**src/rtl/halflife_pkg.sv**
```systemverilog
// Shared types for the half-life decay timer.
//   hl_state_e : controller state (IDLE = manual counting, DECAY = autonomous
//                halving, DONE = count reached zero by decay).
package halflife_pkg;

    localparam int unsigned HL_STATE_W = 2;

    typedef enum logic [HL_STATE_W-1:0] {
        IDLE  = 2'd0,
        DECAY = 2'd1,
        DONE  = 2'd2
    } hl_state_e;

endpackage

```
**src/rtl/halflife_prescaler.sv**
```systemverilog
// Half-life prescaler: counts cycles while enabled and flags the cycle on
// which one half-life period has elapsed.
// Ports:
//   clk, rst : clock, synchronous active-high reset
//   clear    : force the count to 0 (takes precedence over enable)
//   enable   : advance the count this cycle
//   period   : cycles per half-life; 0 behaves as 1
//   tick     : high while enabled and the count has reached max(period,1)-1
module halflife_prescaler #(
    parameter int unsigned PW = 16
) (
    input  logic          clk,
    input  logic          rst,
    input  logic          clear,
    input  logic          enable,
    input  logic [PW-1:0] period,
    output logic          tick
);

    logic [PW-1:0] count;
    logic [PW-1:0] limit;

    // Terminal count; period 0 folds onto period 1.
    always_comb begin
        limit = (period == '0) ? '0 : period - PW'(1);
    end

    // >= rather than == so that shrinking the period mid-run fires at once
    // instead of wrapping all the way around.
    assign tick = enable && (count >= limit);

    // The count restarts at the terminal cycle, so it can never overflow.
    always_ff @(posedge clk) begin
        if (rst) begin
            count <= '0;
        end else if (clear) begin
            count <= '0;
        end else if (enable) begin
            count <= tick ? '0 : count + PW'(1);
        end
    end

endmodule

```
**src/rtl/halflife_decay_timer.sv**
```systemverilog
// Half-life decay timer: WIDTH-bit loadable up/down counter that, on request,
// halves its count every `period` cycles until it reaches zero.
// Build option: define HALFLIFE_SAT_EN to make manual up/down saturate at
// 2^WIDTH-1 / 0 instead of wrapping. Decay behaviour is the same either way.
// Ports:
//   clk, rst   : clock, synchronous active-high reset
//   load, in   : load `in` into the count (returns to manual mode)
//   up, down   : manual increment / decrement (only one at a time counts)
//   decay      : level request for decay mode
//   period     : cycles per half-life (0 behaves as 1)
//   out        : registered count
//   half_pulse : one-cycle pulse coincident with each halved value on `out`
//   decaying   : high while in DECAY
//   done       : high while in DONE
module halflife_decay_timer #(
    parameter int unsigned WIDTH = 8,
    parameter int unsigned PW    = 16
) (
    input  logic             clk,
    input  logic             rst,
    input  logic             load,
    input  logic [WIDTH-1:0] in,
    input  logic             up,
    input  logic             down,
    input  logic             decay,
    input  logic [PW-1:0]    period,
    output logic [WIDTH-1:0] out,
    output logic             half_pulse,
    output logic             decaying,
    output logic             done
);

    import halflife_pkg::*;

    hl_state_e        state, state_nx;
    logic [WIDTH-1:0] out_nx;
    logic             half_nx;
    logic             pre_en;
    logic             pre_clear;
    logic             tick;

    // Prescaler runs only while decay is actually proceeding; any other
    // situation (load, abort, IDLE, DONE) leaves it cleared for the next run.
    assign pre_en    = !load && (state == DECAY) && decay;
    assign pre_clear = !pre_en;

    halflife_prescaler #(
        .PW (PW)
    ) u_prescaler (
        .clk    (clk),
        .rst    (rst),
        .clear  (pre_clear),
        .enable (pre_en),
        .period (period),
        .tick   (tick)
    );

    // State and output registers.
    always_ff @(posedge clk) begin
        if (rst) begin
            state      <= IDLE;
            out        <= '0;
            half_pulse <= 1'b0;
            decaying   <= 1'b0;
            done       <= 1'b0;
        end else begin
            state      <= state_nx;
            out        <= out_nx;
            half_pulse <= half_nx;
            decaying   <= (state_nx == DECAY);
            done       <= (state_nx == DONE);
        end
    end

    // Next-state and next-count logic; load overrides every state action.
    always_comb begin
        state_nx = state;
        out_nx   = out;
        half_nx  = 1'b0;

        if (load) begin
            out_nx   = in;
            state_nx = IDLE;
        end else begin
            case (state)
                IDLE: begin
                    if (up && !down) begin
`ifdef HALFLIFE_SAT_EN
                        if (out != '1) out_nx = out + WIDTH'(1);
`else
                        out_nx = out + WIDTH'(1);
`endif
                    end else if (down && !up) begin
`ifdef HALFLIFE_SAT_EN
                        if (out != '0) out_nx = out - WIDTH'(1);
`else
                        out_nx = out - WIDTH'(1);
`endif
                    end
                    // Entry is judged on the pre-update count.
                    if (decay && (out != '0)) state_nx = DECAY;
                end
                DECAY: begin
                    if (!decay) begin
                        state_nx = IDLE;
                    end else if (tick) begin
                        out_nx  = out >> 1;
                        half_nx = 1'b1;
                        // Halving yields zero exactly when only bit 0 was set.
                        if (out[WIDTH-1:1] == '0) state_nx = DONE;
                    end
                end
                DONE: begin
                    out_nx = '0;
                    if (!decay) state_nx = IDLE;
                end
                default: begin
                    state_nx = IDLE;
                end
            endcase
        end
    end

endmodule

```
**config.mk**
```make
export PLATFORM = sky130hd
export DESIGN_NAME = halflife_decay_timer
export DESIGN_NICKNAME = d
export VERILOG_FILES = /design/src/rtl/halflife_pkg.sv /design/src/rtl/halflife_prescaler.sv /design/src/rtl/halflife_decay_timer.sv
export SDC_FILE = /design/constraint.sdc
export NUM_CORES = 1
export LEC_CHECK = 0
export BUFFER_PORTS_ARGS = -buffer_cell sky130_fd_sc_hd__buf_2
export CAP_MARGIN = 25
export CELL_PAD_IN_SITES_DETAIL_PLACEMENT = 1
export CELL_PAD_IN_SITES_GLOBAL_PLACEMENT = 2
export CORE_ASPECT_RATIO = 0.75
export CORE_MARGIN = 3
export CORE_UTILIZATION = 34
export DETAILED_ROUTE_END_ITERATION = 16
export GPL_ROUTABILITY_DRIVEN = 0
export HOLD_SLACK_MARGIN = 0.1
export MAX_ROUTING_LAYER = met4
export PLACE_DENSITY = 0.81
export SLEW_MARGIN = 20
export SYNTH_ARGS = -nofsm -noshare
export SYNTH_HDL_FRONTEND = slang
export SYNTH_SLANG_ARGS = --single-unit
```
**constraint.sdc**
```tcl
create_clock -name clk -period 4.1 [get_ports clk]
set_clock_uncertainty 0.05 [all_clocks]
set_input_delay 0.41 -clock clk [delete_from_list [all_inputs] [get_ports clk]]
set_output_delay 0.41 -clock clk [all_outputs]
set_load 0.02 [all_outputs]
```
# Yosys cells after proc, flatten, opt, wreduce, memory -nomap -nowiden
# Cells that the tools add are included.
[totals]
output_inout_bits = 11
wordCells = 53
regBits = 29
inputBits = 30
[op_classes]
n_addsub = 4
bitwise_logic = 3
magnitude_cmp = 1
n_eq_ne = 7
muxes = 15
reduce_logical = 17
[op_table]
columns = ["operator", "count"]
rows = [
  ["$mux W8", 5],
  ["$pmux W8 S3", 1],
  ["$add A16 B1 Y16 const B", 1],
  ["$ge A16 B16 Y1", 1],
  ["$logic_not A16 Y1", 1],
  ["$mux W16", 1],
  ["$sub A16 B1 Y16 const B", 1],
  ["$mux W2", 6],
  ["$add A8 B1 Y8 const B", 1],
  ["$reduce_bool A8 Y1", 1],
  ["$sub A8 B1 Y8 const B", 1],
  ["$logic_not A7 Y1", 1],
  ["$logic_and A1 B1 Y1", 6],
  ["$pmux W2 S3", 1],
  ["$eq A2 B1 Y1 const B", 2],
  ["$eq A2 B2 Y1 const B", 2],
  ["$ne A4 B4 Y1 const B", 1],
  ["$reduce_and A4 Y1", 1],
  ["$reduce_bool A4 Y1", 1],
  ["$reduce_or A4 Y1", 1],
  ["$logic_not A1 Y1", 3],
  ["$ne A3 B2 Y1 const B", 1],
  ["$ne A3 B3 Y1 const B", 1],
  ["$not A1 Y1", 3],
  ["other kinds (3)", 3],
]

# Logic depth before layout (Yosys ltp)
# Gate-level depths: netlist of run 1.
[logic_depth]
word_depth = 9
mapped_depth = 16
mapped_depth_nobuf = 13

# Cells and area by module
# Synthesis of run 1 repeated with hierarchy kept, for this count alone.
[hier_totals]
hier_cells = 320
area_unflattened_um2 = 2562.5
[modules_own_cells]
columns = ["module", "area_each_um2", "n_inst", "cells_per_inst"]
rows = [
  ["halflife_prescaler", 1425.1, 1, 185],
  ["halflife_decay_timer", 1137.3, 1, 135],
]

# Least setup slack after synthesis of run 1
# OpenSTA, ideal clock, no wires.
[synth_path]
path_type = "input to register"
from = "input port period[9]"
to = "register out[2]"
stages = 15
n_path_buf = 2
t_arrival_ps = 3286
required_ps = 3928
slack_ps = 642
cell_sequence = "or4_4 nor4_1 nand2b_1 nor2_1 nand2_1 buf_2 nand2_1 ha_1 a21oi_1 o21ai_1 nor4_4 o211ai_2 and2_0 clkbuf_2 o311a_1"
[synth_via]
elab_chain_len = 6
word_cells_on_any_way = 7
[synth_lines]
columns = ["item", "line_no", "source"]
rows = [
  ["start, declared", "halflife_decay_timer.sv:26", "input logic [PW-1:0] period,"],
  ["$sub A16 B1 Y16 / $logic_not A16 Y1 (equally long branches)", "halflife_prescaler.sv:25", "limit = (period == '0) ? '0 : period - PW'(1);"],
  ["$mux W16 *", "halflife_prescaler.sv:25", ""],
  ["$ge A16 B16 Y1 *", "halflife_prescaler.sv:30", "assign tick = enable && (count >= limit);"],
  ["$logic_and A1 B1 Y1 *", "halflife_prescaler.sv:30", ""],
  ["$ne A3 B2 Y1 (no source line) *", "--", ""],
  ["$reduce_and A4 Y1 (no source line) *", "--", ""],
  ["end signal, assigned", "halflife_decay_timer.sv:68", "out <= out_nx;"],
  ["end, declared", "halflife_decay_timer.sv:27", "output logic [WIDTH-1:0] out,"],
]
# Mark *: on every way between the ends. The rest lies on a longest branch, timed or not.
# A chain may end at the register's enable or synchronous reset.

# Final worst setup path of run 1
[layout_path]
from = "input port period[9]"
to = "register out[6]"
# The elaborated chain is that of the path after synthesis.

==> results.tsv, run 1 <==
stage	metric	value	unit
worst_hold_path	HP Class	in2reg	
sta	part of the cycle the worst path needs	89.4	%
worst_setup_path	Crit-path slowest cell	or4_4	
sta	actual slew at the worst max-slew pin	0.739	ns
worst_setup_path	Worst EP arrival	3.77	ns
global_route	met2 GRT Util	24.3	%
synthesis	register area share after synthesis	22.3	%
die	Die ar.	0.00874	mm²
global_route	GR Layer Usage met1	23.3	%
clock_tree	H-tree levels	2	
global_route	GRT busiest layer	met2	
synthesis	library cells used by synthesis	58	
worst_setup_path	Critical Path End Type	flip-flop	
synthesis	yosys warns	0	
clock_tree	CTS sink count	29	
placement	Placed Area	0.00289	mm²
synthesis	Synth Register Bits	29	
sta	Rel. slew slack	50.7	%
global_route	total track usage	16.6	%
global_route	met3 usage	3.46	%
pwr	Static Leak	1.24	nW
synthesis	cell area after synthesis	0.00260	mm²
sta	Final Hold Vio Count	0	
global_route	antenna violations before repair	0	
clock_tree	hold-fix buffer count after cts	0	
clock_tree	Worst-Skew Late Latency	0.29	ns
final_layout	layout cells sized above 1	20.1	%
clock_tree	CTS tree	built	
synthesis	FFs w/ async S/R, synth	0	%
clock_tree	post_cts resized	0	
worst_setup_path	worst-path cell chain	buf_2 -> or4_4 -> nor4_1 -> nand2b_1 -> nor3_1 -> mux2i_1 -> ha_1 -> nand4_1 -> nor3_1 -> nand3_1 -> o211ai_2 -> and2_0 -> buf_4 -> o221ai_1	
global_route	pin count of the biggest net entering global routing	21	
die	die span in y	81.7	µm
sta	setup TNS	0	ns
placement	cell count after placement	454	
clock_tree	CTS buffer count	5	
worst_setup_path	most used cell along the critical path	nor3_1	
sta	fmax	273	MHz
routing	DR WL/cell	14.9	µm
final_layout	final net count	423	
clock_tree	Setup Buffers After CTS	0	
synthesis	Area contributors post-synth	dfxtp_1, ha_1, xor2_1, nand2_1, nor2_1	
routing	Detailed Routing Iterations Pass 1	4	
die	Rows	26	
outcome	status	complete, no violations	
pwr	pwr dens	272	mW/mm²
routing	vias per cell	5.23	
clock_tree	clk slew on worst S/H paths	0.06	ns
placement	post-detailed-placement half-perimeter wirelength	5510	µm
synthesis	synthesized instance count	322	
synthesis	Synth Area in XOR/XNOR	10.8	%
synthesis	Avg Inst Size Synth	8.07	µm²
routing	Iter 0 DRT Violations	101	
worst_setup_path	Setup CP Type	in2reg	
final_layout	post-layout instance area	0.00298	mm²
global_route	first-pass GRT wire length	11400	µm
placement	Buffers on Ports	40	
synthesis	simple-gate portion of the synthesized area	30.4	%
run	Max-Cap Viols	0	
die	Horiz. Die Dim	107	µm
routing	vias	2409	
routing	antenna-violating nets left	0	
placement	pre-CTS WS	0.148	ns
routing	final wirelength	6870	µm
sta	RSZ-0062 raised after global routing	no	
synthesis	multiplexer share of the synthesized area	1.15	%
pwr	peak supply drop	0.112	mV
synthesis	largest family of logic cells by synthesized area	simple AND/OR/NAND/NOR gates	
synthesis	top cell type's share of synthesized area	22.3	%
worst_setup_path	CP required	4.20	ns
final_layout	Final Non-Filler Cells	461	
sta	smallest hold slack	0.389	ns
synthesis	Synth Area in Compound Gates	15.8	%
sta	setup ws final	0.434	ns
sta	final setup fails	0	
die	Core ar.	0.00712	mm²
synthesis	largest area contributor in the netlist	dfxtp_1	
worst_setup_path	startpoint types	input port	
die	Boundary Pins	41	
synthesis	Synth Net Count	382	
die	Initial Util	36.5	%
final_layout	Final Util	41.8	%
synthesis	Synth Area in Adders	14.7	%
worst_setup_path	Crit Path Max Fanout	10	
sta	Max Slew Vio Count	0	
final_layout	# diodes	0	
sta	Tmin final	3.67	ns
routing	# DRC	0	
worst_setup_path	max incr delay on CP	0.56	ns
clock_tree	clk root buf	clkbuf_8	
final_layout	Layout area overhead	14.4	%
synthesis	number of synthesized flops with an enable pin	0	
clock_tree	CTS Buffer Depth	2	
global_route	vias in the first global route	2400	
synthesis	Top FF cell, synth	dfxtp_1	
global_route	grt total ovfl	0	
pwr	total power	0.809	mW
==> final cells by class <==
cell class / instances / area (µm²)
clock buffer: 7 / 86.3
inverter: 16 / 60.1
tap: 98 / 123
fill: 896 / 4150
multi-input combinational: 267 / 1900
timing repair buffer: 44 / 230
sequential: 29 / 581
==> worst paths after layout <==
kind              depth (start not counted)  slack (ns)                 start                    to
setup / recovery                         14        0.43             period[9]                out[6]
hold reg to reg                           1        0.44  u_prescaler.count[0]  u_prescaler.count[0]
hold / removal                            3        0.39                 in[3]                out[3]
setup reg to reg                          7        1.55              state[1]                out[6]
==> layer usage <==
layer | part of all wire, % | up-vias
met2 | 42 | 28
met5 | 0 | -
met3 | 2.8 | 4
met4 | 0.61 | 0
met1 | 54 | 1150
li1 | - | 1227
==> report_power, final <==
part           internal, mW  switching (mW)  total, mW
clock                 0.133           0.112      0.245
sequential            0.294          0.0179      0.312
combinational         0.109           0.144      0.253
total                 0.536           0.274      0.809
==> Yosys cell counts (2+ instances only) <==
cell type / count
nand2_1: 39
dfxtp_1: 29
ha_1: 29
nor2_1: 28
xor2_1: 23
nand3_1: 17
a21oi_1: 16
inv_1: 16
o21ai_0: 12
nor3_1: 10
xnor2_1: 9
nor2_4: 8
nand4_1: 7
clkbuf_1: 6
nor4_1: 5
nand2b_1: 4
nor3b_1: 4
o221ai_1: 4
or3b_2: 4
mux2i_1: 3
o21a_1: 3
a2111oi_0: 2
a311o_1: 2
a31oi_1: 2
and4_1: 2
nand3b_1: 2
nor2_2: 2
o211ai_1: 2
o31a_1: 2
or3_1: 2
==> kinds of logic after synthesis <==
logic type / Yosys count
and+or+nand+nor: 143
adders and majority gates: 30
DFF: 29
muxes: 3
xor gates and xnor gates: 32
buffers and inverters: 26
AOI/OAI and AO/OA: 59
==> state kept, by name, summed over array words and instances (netlist names) <==
| signal | flops |
|---|---|
| decaying | 1 |
| done | 1 |
| half_pulse | 1 |
| out | 8 |
| state | 2 |
| u_prescaler.count | 16 |
==> critical path: cells and delay by family <==
| family | cells | cell delay [ns] |
|---|---|---|
| compound gates | 2 | 0.51 |
| simple gates | 8 | 2.11 |
| fa+ha+maj | 1 | 0.33 |
| mux | 1 | 0.12 |
| buf+inv | 2 | 0.29 |
==> cell usage in the layout (no fill, tap or decap), drive strengths merged, types with 10 or more instances in the layout <==
cell and n:
nor2 38, o21ai 14, nand3 17, buf 44, nand2 39, inv 16, a21oi 17, xor2 23
dfxtp 29, nor3 10, ha 29
Power figures use the tool's default switching activity.
==> run 2: changes to the inputs <==
RECOVER_POWER = 25   (was default)
==> results.tsv, run 2 (synthesis results as in run 1) <==
stage	metric	value	unit	change
outcome	status	complete, no violations		unchanged
pwr	Static Leak	1.20	nW	was 1.24 nW
clock_tree	hold-fix buffer count after cts	0		unchanged
placement	post-detailed-placement half-perimeter wirelength	5510	µm	unchanged
clock_tree	H-tree levels	2		unchanged
clock_tree	Setup Buffers After CTS	0		unchanged
routing	antenna-violating nets left	0		unchanged
routing	DR WL/cell	14.8	µm	was 14.9 µm
sta	Final Hold Vio Count	0		unchanged
die	Core ar.	0.00712	mm²	unchanged
routing	Detailed Routing Iterations Pass 1	4		unchanged
routing	vias per cell	5.21		was 5.23
sta	setup TNS	0	ns	unchanged
worst_setup_path	startpoint types	input port		unchanged
clock_tree	CTS Buffer Depth	2		unchanged
worst_hold_path	HP Class	in2reg		unchanged
routing	vias	2404		was 2409
routing	final wirelength	6830	µm	was 6870 µm
routing	# DRC	0		unchanged
final_layout	final net count	423		unchanged
placement	Placed Area	0.00289	mm²	unchanged
pwr	pwr dens	272	mW/mm²	about the same
worst_setup_path	Worst EP arrival	3.75	ns	was 3.77 ns
final_layout	commonest non-fill, non-tap cell in the layout	nand2_1		was buf_2
final_layout	Final Util	41.6	%	was 41.8%
sta	RSZ-0062 raised after global routing	no		unchanged
final_layout	most frequent cells in the layout	nand2_1, buf_2, ha_1, dfxtp_1, nor2_1		was buf_2, nand2_1, ha_1, dfxtp_1, nor2_1
routing	Iter 0 DRT Violations	98		was 101
clock_tree	CTS tree	built		unchanged
worst_setup_path	Critical Path End Type	flip-flop		unchanged
sta	fmax	274	MHz	was 273 MHz
die	Rows	26		unchanged
global_route	vias in the first global route	2400		unchanged
clock_tree	clk root buf	clkbuf_8		unchanged
die	Die ar.	0.00874	mm²	unchanged
die	die span in y	81.7	µm	unchanged
global_route	first-pass GRT wire length	11400	µm	unchanged
worst_setup_path	CP required	4.20	ns	about the same
final_layout	top flop regs	u_prescaler.count: 16 flops, out: 8 flops, state: 2 flops		unchanged
final_layout	post-layout instance area	0.00296	mm²	was 0.00298 mm²
global_route	pin count of the biggest net entering global routing	21		unchanged
placement	Buffers on Ports	40		unchanged
die	Horiz. Die Dim	107	µm	unchanged
die	Initial Util	36.5	%	unchanged
sta	Max Slew Vio Count	0		unchanged
final_layout	Layout area overhead	14.0	%	was 14.4%
final_layout	# diodes	0		unchanged
sta	final setup fails	0		unchanged
final_layout	layout cells sized above 1	17.4	%	was 20.1%
worst_setup_path	Setup CP Type	in2reg		unchanged
final_layout	Final Non-Filler Cells	461		unchanged
global_route	antenna violations before repair	0		unchanged
sta	actual slew at the worst max-slew pin	0.735	ns	was 0.739 ns
worst_setup_path	Crit Path Max Fanout	10		unchanged
global_route	total track usage	16.6	%	unchanged
final_layout	Most flops, register	u_prescaler.count		unchanged
clock_tree	post_cts resized	0		unchanged
clock_tree	clk slew on worst S/H paths	0.06	ns	about the same
pwr	peak supply drop	0.112	mV	about the same
sta	Rel. slew slack	51.0	%	was 50.7%
clock_tree	Worst-Skew Late Latency	0.29	ns	about the same
clock_tree	CTS sink count	29		unchanged
die	Boundary Pins	41		unchanged
clock_tree	CTS buffer count	5		unchanged
final_layout	max FFs per register	16		unchanged
global_route	grt total ovfl	0		unchanged
run	Max-Cap Viols	0		unchanged
placement	cell count after placement	454		unchanged
sta	Tmin final	3.65	ns	was 3.67 ns
sta	part of the cycle the worst path needs	89.0	%	was 89.4%
## run 2: cell types whose count changed in the layout (fill, tap and decap cells not counted), sizes merged
| cell | change |
|---|---|
| buf | -10 |
| clkbuf | +10 |
## run 2: per-layer routing
metal | wire length [µm] | part of all wire, % | GRT usage, % | vias to the layer above
met1 | 3640 | 53 | 23.3 | 1136
met5 | 0 | 0 | - | -
li1 | - | - | - | 1228
met3 | 249 | 3.6 | 3.46 | 4
met2 | 2910 | 43 | 24.3 | 36
met4 | 42 | 0.61 | 3.70 | 0
## run 2: where the power goes
group / switching (mW) / internal [mW]
logic: 0.143 / 0.106
registers: 0.0181 / 0.294
clock network: 0.112 / 0.133
## run 2: final timing paths
kind,start,end,slack (ns),cells past startpoint
setup / recovery,period[9],out[6],0.45,14
hold / removal,in[3],out[3],0.39,3
setup reg to reg,state[1],out[6],1.57,7
hold reg to reg,u_prescaler.count[0],u_prescaler.count[0],0.44,1
## run 2: area by class of cell
class | count | area [µm²]
Timing Repair Buffer | 44 | 218
Multi-Input combinational cell | 267 | 1900
Clock buffer | 7 | 86.3
Fill cell | 901 | 4160
Tap cell | 98 | 123
Inverter | 16 | 60.1
Sequential cell | 29 | 581
## run 2: metrics by stage
stage               power, mW  worst slack, ns  hold slack, ns
CTS                     0.820            0.439           0.386
floorplan               0.493            0.642           0.389
global placement        0.567            0.268           0.410
finish                  0.806            0.449           0.389
global route            0.862            0.114           0.387
detailed placement      0.570            0.148           0.424
## run 2: worst max-delay path, cell delays in order
cell and delay [ns]:
buf_2 0.11, or4_4 0.56, nor4_1 0.29, nand2b_1 0.15, nor3_1 0.24, mux2i_1 0.12
ha_1 0.33, nand4_1 0.15, nor3_1 0.24, nand3_1 0.16, o211ai_2 0.40, and2_0 0.31
buf_4 0.18, o221ai_1 0.10
